`src/rtl/four_input_rr_arbiter_pkg.sv`:
```
// Shared constants and state encoding for the four-input round-robin arbiter.
// HOLD_MAX_DEF is the default grant hold limit used when ARB_TIMEOUT_EN is defined.
package four_input_rr_arbiter_pkg;

  localparam int ARB_N        = 4;
  localparam int HOLD_MAX_DEF = 16;

  typedef enum logic {
    ST_IDLE  = 1'b0,
    ST_GRANT = 1'b1
  } arb_state_e;

endpackage

```
`src/rtl/four_input_rr_arbiter_rr_pick.sv`:
```
// Combinational round-robin winner search.
// The search starts at last+1 and wraps around through last itself.
module rr_pick
  import four_input_rr_arbiter_pkg::*;
(
  input  logic [ARB_N-1:0] req,
  input  logic [1:0]       last,
  output logic [1:0]       win_id,
  output logic             win_vld
);

  logic [1:0] idx;

  // Scan from the lowest priority down, so the highest-priority hit is written last.
  always_comb begin
    idx     = '0;
    win_id  = '0;
    win_vld = 1'b0;
    for (int k = ARB_N; k >= 1; k--) begin
      idx = last + 2'(k);
      if (req[idx]) begin
        win_id  = idx;
        win_vld = 1'b1;
      end
    end
  end

endmodule

```
`src/rtl/four_input_rr_arbiter.sv`:
```
// Four-requester round-robin arbiter with registered grant and no-request flag.
// Define ARB_TIMEOUT_EN to revoke grants held for HOLD_MAX cycles.
module four_input_rr_arbiter
  import four_input_rr_arbiter_pkg::*;
#(
  parameter int HOLD_MAX = HOLD_MAX_DEF,
  parameter int CNT_W    = 5
) (
  input  logic             clk,
  input  logic             rst,
  input  logic [ARB_N-1:0] req,
  output logic [ARB_N-1:0] gnt,
  output logic [1:0]       gnt_id,
  output logic             busy,
  output logic             none_req,
  output logic             timeout
);

  if ((1 << CNT_W) <= HOLD_MAX) begin : g_cfg_bad
    $error("CNT_W too narrow for HOLD_MAX");
  end

  arb_state_e       state_q;
  logic [ARB_N-1:0] gnt_q;
  logic [1:0]       gnt_id_q;
  logic             busy_q;
  logic             none_q;
  logic             to_q;
  logic [1:0]       last_q;
  logic [ARB_N-1:0] mask_q;
  logic [ARB_N-1:0] elig;
  logic [1:0]       win_id;
  logic             win_vld;
  logic             expire;

`ifdef ARB_TIMEOUT_EN
  localparam logic [CNT_W-1:0] HOLD_LAST = CNT_W'(HOLD_MAX - 1);

  logic [CNT_W-1:0] cnt_q;
  logic [ARB_N-1:0] mask_d;

  assign expire = (state_q == ST_GRANT) && req[gnt_id_q]
                  && (cnt_q == HOLD_LAST);

  // A revoked owner stays masked until it drops its request once.
  always_comb begin
    mask_d = mask_q & req;
    if (expire) mask_d[gnt_id_q] = 1'b1;
  end

  always_ff @(posedge clk) begin
    if (rst) begin
      cnt_q  <= '0;
      mask_q <= '0;
    end else begin
      mask_q <= mask_d;
      if (state_q == ST_IDLE) cnt_q <= '0;
      else                    cnt_q <= cnt_q + 1'b1;
    end
  end
`else
  assign expire = 1'b0;
  assign mask_q = '0;
`endif

  assign elig = req & ~mask_q;

  rr_pick u_pick (
    .req    (elig),
    .last   (last_q),
    .win_id (win_id),
    .win_vld(win_vld)
  );

  always_ff @(posedge clk) begin
    if (rst) begin
      state_q  <= ST_IDLE;
      gnt_q    <= '0;
      gnt_id_q <= '0;
      busy_q   <= 1'b0;
      none_q   <= 1'b1;
      to_q     <= 1'b0;
      last_q   <= 2'd3;
    end else begin
      none_q <= ~|req;
      to_q   <= expire;
      unique case (state_q)
        ST_IDLE: begin
          if (win_vld) begin
            state_q  <= ST_GRANT;
            gnt_q    <= 4'b0001 << win_id;
            gnt_id_q <= win_id;
            busy_q   <= 1'b1;
            last_q   <= win_id;
          end
        end
        ST_GRANT: begin
          if (!req[gnt_id_q] || expire) begin
            state_q <= ST_IDLE;
            gnt_q   <= '0;
            busy_q  <= 1'b0;
          end
        end
      endcase
    end
  end

  assign gnt      = gnt_q;
  assign gnt_id   = gnt_id_q;
  assign busy     = busy_q;
  assign none_req = none_q;
  assign timeout  = to_q;

endmodule

```
`config.mk`:
```
export PLATFORM = sky130hd
export DESIGN_NAME = four_input_rr_arbiter
export DESIGN_NICKNAME = d
export VERILOG_FILES = /design/src/rtl/four_input_rr_arbiter_pkg.sv /design/src/rtl/four_input_rr_arbiter_rr_pick.sv /design/src/rtl/four_input_rr_arbiter.sv
export SDC_FILE = /design/constraint.sdc
export NUM_CORES = 1
export LEC_CHECK = 0
export BUFFER_PORTS_ARGS = -buffer_cell sky130_fd_sc_hd__buf_2
export CORE_AREA = 5 5 42 44
export DETAILED_ROUTE_END_ITERATION = 8
export DIE_AREA = 0 0 47 49
export PLACE_DENSITY = 0.65
export SETUP_SLACK_MARGIN = 0.05
export SYNTH_ARGS = -nofsm -noshare
export SYNTH_HDL_FRONTEND = slang
export SYNTH_SLANG_ARGS = --single-unit
export TNS_END_PERCENT = 20
```
`constraint.sdc`:
```
create_clock -name clk -period 2.9 [get_ports clk]
set_input_delay 0.435 -clock clk [delete_from_list [all_inputs] [get_ports clk]]
set_output_delay 0.435 -clock clk [all_outputs]
set_load 0.05 [all_outputs]
```
# [Word-level counts from Yosys, hierarchy flattened]
# Cells that the tools add are included.
[op_classes] reduce_logical=4 shifts=1 add_sub_neg=3 eq_ne=2 bitwise=1 order_cmp=5 n_mux=27
[ops] op="less-than comparator 2 x 3 -> 1 bit, second input constant" count=5
[ops] op="two-way mux 1 bit" count=13
[ops] op="binary-select mux 1 bit (select 2 bit)" count=5
[ops] op="two-way mux 2 bit" count=4
[ops] op="two-way mux 4 bit" count=2
[ops] op="case mux 4 bit (2 select lines)" count=1
[ops] op="adder 2 bit, second input constant" count=2
[ops] op="case mux 1 bit (2 select lines)" count=2
[ops] op="AND reduction 2 bit" count=2
[ops] op="OR reduction 4 bit" count=1
[ops] op="<< shifter 1 x 2 -> 4 bit, first input constant" count=1
[ops] op="adder 2 x 1 -> 2 bit, second input constant" count=1
[ops] op="!= test 2 x 1 -> 1 bit, second input constant" count=1
[ops] op="!= test 2 bit, second input constant" count=1
[ops] op="zero test 1 bit" count=1
[ops] op="NOT 1 bit" count=1
[totals] output_inout_bits=9 regBits=11 wordCells=49 in_bits=6

# [Longest topological paths before layout]
[logic_depth] depth_word=9 ltp_mapped=4

# [Modules after synthesis]
# Synthesis repeated with hierarchy kept, for this count alone.
[hier_totals] cells_unflattened=64 hier_area_um2=553.0
[by_module_without_submodules] module="four_input_rr_arbiter" cells_each=50 area_each_um2=461.7 n_inst=1 seq_area_each_um2=220.2
[by_module_without_submodules] module="rr_pick" cells_each=14 area_each_um2=91.3 n_inst=1 seq_area_each_um2=0.0

# [Worst setup path before layout]
# Ideal clock, no wire load.
[synth_timing] path_kind="register to register" from="register gnt_id_q[0] (netlist: gnt_id[0])" to="register gnt_q[0] (netlist: gnt[0])" slack_ps=1111 synth_period_minus_slack_ps=1789 t_arrival_ps=1673 setup_ps=117 path_buffers=0 path_stages_with_launch=5 path_cell_list="dfxtp_1 -> mux4_2 -> o21bai_4 -> nor2_2 -> a22o_1"
[synth_between] elab_chain_len=4
[synth_lines] item="start, declared" line_no="four_input_rr_arbiter.sv:25" text="logic [1:0] gnt_id_q;"
[synth_lines] item="start signal, assigned" line_no="four_input_rr_arbiter.sv:92" text="gnt_id_q <= win_id;"
[synth_lines] item="binary-select mux 1 bit (select 2 bit)" line_no="four_input_rr_arbiter.sv:98" text="if (!req[gnt_id_q] || expire) begin"
[synth_lines] item="two-way mux 1 bit (not written as such)" line_no="four_input_rr_arbiter.sv:98"
[synth_lines] item="!= test 2 bit (no line)"
[synth_lines] item="AND reduction 2 bit (no line)"
[synth_lines] item="end signal, assigned" line_no="four_input_rr_arbiter.sv:91" text="gnt_q <= 4'b0001 << win_id;"
[synth_lines] item="end, declared" line_no="four_input_rr_arbiter.sv:24" text="logic [ARB_N-1:0] gnt_q;"
# Every way passes these cells. The select of a mux whose other input is x is not followed.
# A chain may end at the register's enable or synchronous reset.

# [Worst setup path after layout]
# Same ends and word-level chain as after synthesis.

==> results.json <==
{
  "status": "completed",
  "detailroute.wirelength.met2_um": 436,
  "num_io_pins": 15,
  "worst_path_dominant_cell_family": "multiplexers",
  "met3RoutedLength_um": 86,
  "ys_ff_latch": 11,
  "power.total_uw": 393,
  "grt_first_pass_wirelength_um": 1640,
  "core_area_mm2": 0.00140,
  "cts_resized": 0,
  "cts_setup_buffers": 0,
  "switching_power_uw": 138,
  "netlist_instances": 53,
  "synth_ff_type": "dfxtp_1",
  "tritoncts.num_buffers": 3,
  "htreeDepth": 1,
  "number_of_maximum_capacitance_violations": 0,
  "fillCellCount": 145,
  "power_density_of_the_placed_cells_mw_per_mm2": 641,
  "port-buffer-count": 13,
  "critical_path_buf_inv_count": 0,
  "final-max-slew-violation-count": 0,
  "critical_path.endpoint_type": "flip-flop",
  "dp.final_hpwl_um": 737,
  "data_required_time_at_the_worst_endpoint_ns": 3.06,
  "syn_area_um2": 509,
  "gpl.final_weighted_congestion": 0.766,
  "grt_pass1_vias": 379,
  "synthesis.yosys.warnings": 0,
  "nets": 76,
  "timing.critical_path.from_type": "flip-flop",
  "min_period_over_period_pct": 51.3,
  "worstPathMaxFanout": 4,
  "fin_crit_ns": 1.49,
  "critical_path.cell_chain": "mux4_2 > o21bai_4 > nor2_2 > a22o_1",
  "floorplan.die.height_um": 49,
  "dieWidth_um": 47,
  "drc_errors": 0,
  "synthToLayoutAreaGrowth_pct": 20.4,
  "clock_edge_transition_at_the_registers_on_the_reported_setup_and_hold_paths_ns": 0.07,
  "postCtsHoldBufs": 0,
  "first_iter_violations": 12,
  "synth_area_leader_cell": "dfxtp_1",
  "routed_wirelength_um": 995,
  "route.detailed.vias_per_inst": 5.07,
  "timing.setup.critical_path_class": "reg -> reg",
  "cellInternalPower_uw": 255,
  "drive_gt1_share_pct": 34.8,
  "final_cell_count_without_fillers": 85,
  "synth-edff-count": 0,
  "total_leakage_power_nw": 0.270,
  "cts.sink_count": 11,
  "worst_pin_slew_ns": 0.604,
  "cts_tree": "yes",
  "combPwrFrac_pct": 28.1,
  "top_library_cells_by_usage_in_the_layout_fill_and_taps_aside": "buf_2, dfxtp_1, nor2_1, a21oi_1",
  "finalHoldViolCount": 0,
  "rows": 14,
  "crit_path_max_incr_delay_ns": 0.55,
  "final.setup_skew_ns": 0.000582,
  "worst_slack_ns": 1.41,
  "grt_max_degree": 8,
  "floorplan.initialDensity_pct": 36.3,
  "max_clock_freq_mhz": 672,
  "synth.net_count": 59,
  "power.share.sequential_pct": 45.8,
  "power.share.switching_pct": 35.1,
  "synthesis.area_per_instance_um2": 9.61,
  "antenna_cells": 0,
  "worst_hold_path_type": "in -> reg",
  "utilization_pct": 43.8,
  "ys_types": 26,
  "async_flop_share_pct": 0,
  "route.layer.met1.wl_um": 462,
  "synth_top_area_share_pct": 43.2,
  "detailroute.via_count": 431,
  "netlist_top_cells_area": "dfxtp_1, mux4_2, a21oi_1",
  "place_inst": 81,
  "rsz0062_at_grt": "false",
  "setup-tns-final_ns": 0,
  "critical_path.slowest_cell": "mux4_2",
  "dp_slack_ns": 1.16,
  "layout_commonest_cell": "buf_2",
  "clk-insertion-delay-late_ns": 0.26,
  "detail-route-antenna-nets": 0,
  "overflow": 0,
  "finalSetupViolCount": 0,
  "vdd.ir_drop.worst_uv": 285,
  "clk_path_buf_depth": 2,
  "die_area_mm2": 0.00230,
  "grtUsageTotal_pct": 9.77,
  "timing.max_slew.rel_slack_pct": 59.4,
  "critPathArrivalTime_ns": 1.65,
  "number_of_antenna_violations_at_the_first_check_in_global_routing": 0,
  "ys_seq_area_share_pct": 43.2,
  "p_clk_share_pct": 26.1,
  "cts_root_buf": "clkbuf_4",
  "firstDrtPassIters": 4,
  "top_metal_layer_carrying_routed_signals": "met4",
  "routed_wire_length_per_instance_um": 11.7
}
## Yosys cell counts, types with 2 or more instances
master / instances
a21oi_1: 4
dfxtp_1: 11
o2bb2ai_1: 2
nor2_1: 4
inv_1: 3
nand2b_1: 3
nand2_1: 2
o21ai_0: 3
nor2_2: 2
nor2b_1: 2
nand3b_1: 2
## metal layers
metal,up-vias,GRT usage (%)
li1,221,-
met3,2,4.80
met5,-,0
met2,14,13.3
met4,0,4.15
met1,194,12.7
## power by group through the flow
stage / logic [mW] / registers [mW] / clock network, mW
final: 0.110 / 0.180 / 0.103
after global placement: 0.110 / 0.183 / 0
after detailed placement: 0.110 / 0.183 / 0
after floorplan: 0.0496 / 0.218 / 0
after global routing: 0.120 / 0.182 / 0.112
after CTS: 0.111 / 0.180 / 0.107
## sequential cells by signal, indices dropped and copies added (netlist names)
| signal | flops |
|---|---|
| none_req | 1 |
| gnt | 4 |
| gnt_id | 2 |
| state_q | 1 |
| last_q | 2 |
| busy | 1 |
## layout make-up
type                            count  area [um^2]  area share [%]
Multi-Input combinational cell     38          270            44.1
Sequential cell                    11          220            35.9
Timing Repair Buffer               13         65.1            10.6
Clock buffer                        4         26.3            4.29
Tap cell                           16         20.0            3.27
Inverter                            3         11.3            1.84
## through the flow
stage	hold slack (ns)	cell area, um^2
2_1_floorplan	0.504	509
3_3_place_gp	0.443	587
3_5_place_dp	0.441	587
4_1_cts	0.411	613
5_1_grt	0.420	613
6_report	0.420	613
## final timing paths
path / start / depth (start not counted) / to / slack, ns
setup reg to reg: gnt_id[0] / 4 / gnt[0] / 1.41
hold reg to reg: gnt[1] / 1 / gnt[1] / 0.46
setup / recovery: gnt_id[0] / 4 / gnt[0] / 1.41
hold / removal: rst / 2 / gnt_id[0] / 0.42
## kinds of logic after synthesis
group | Yosys count | synth area share, %
flops | 11 | 43.2
mux | 2 | 6.39
compound gates | 16 | 23.3
simple gates | 19 | 22.6
buf+inv | 4 | 3.69
other cells | 1 | 0.736
Power figures use the tool's default switching activity.
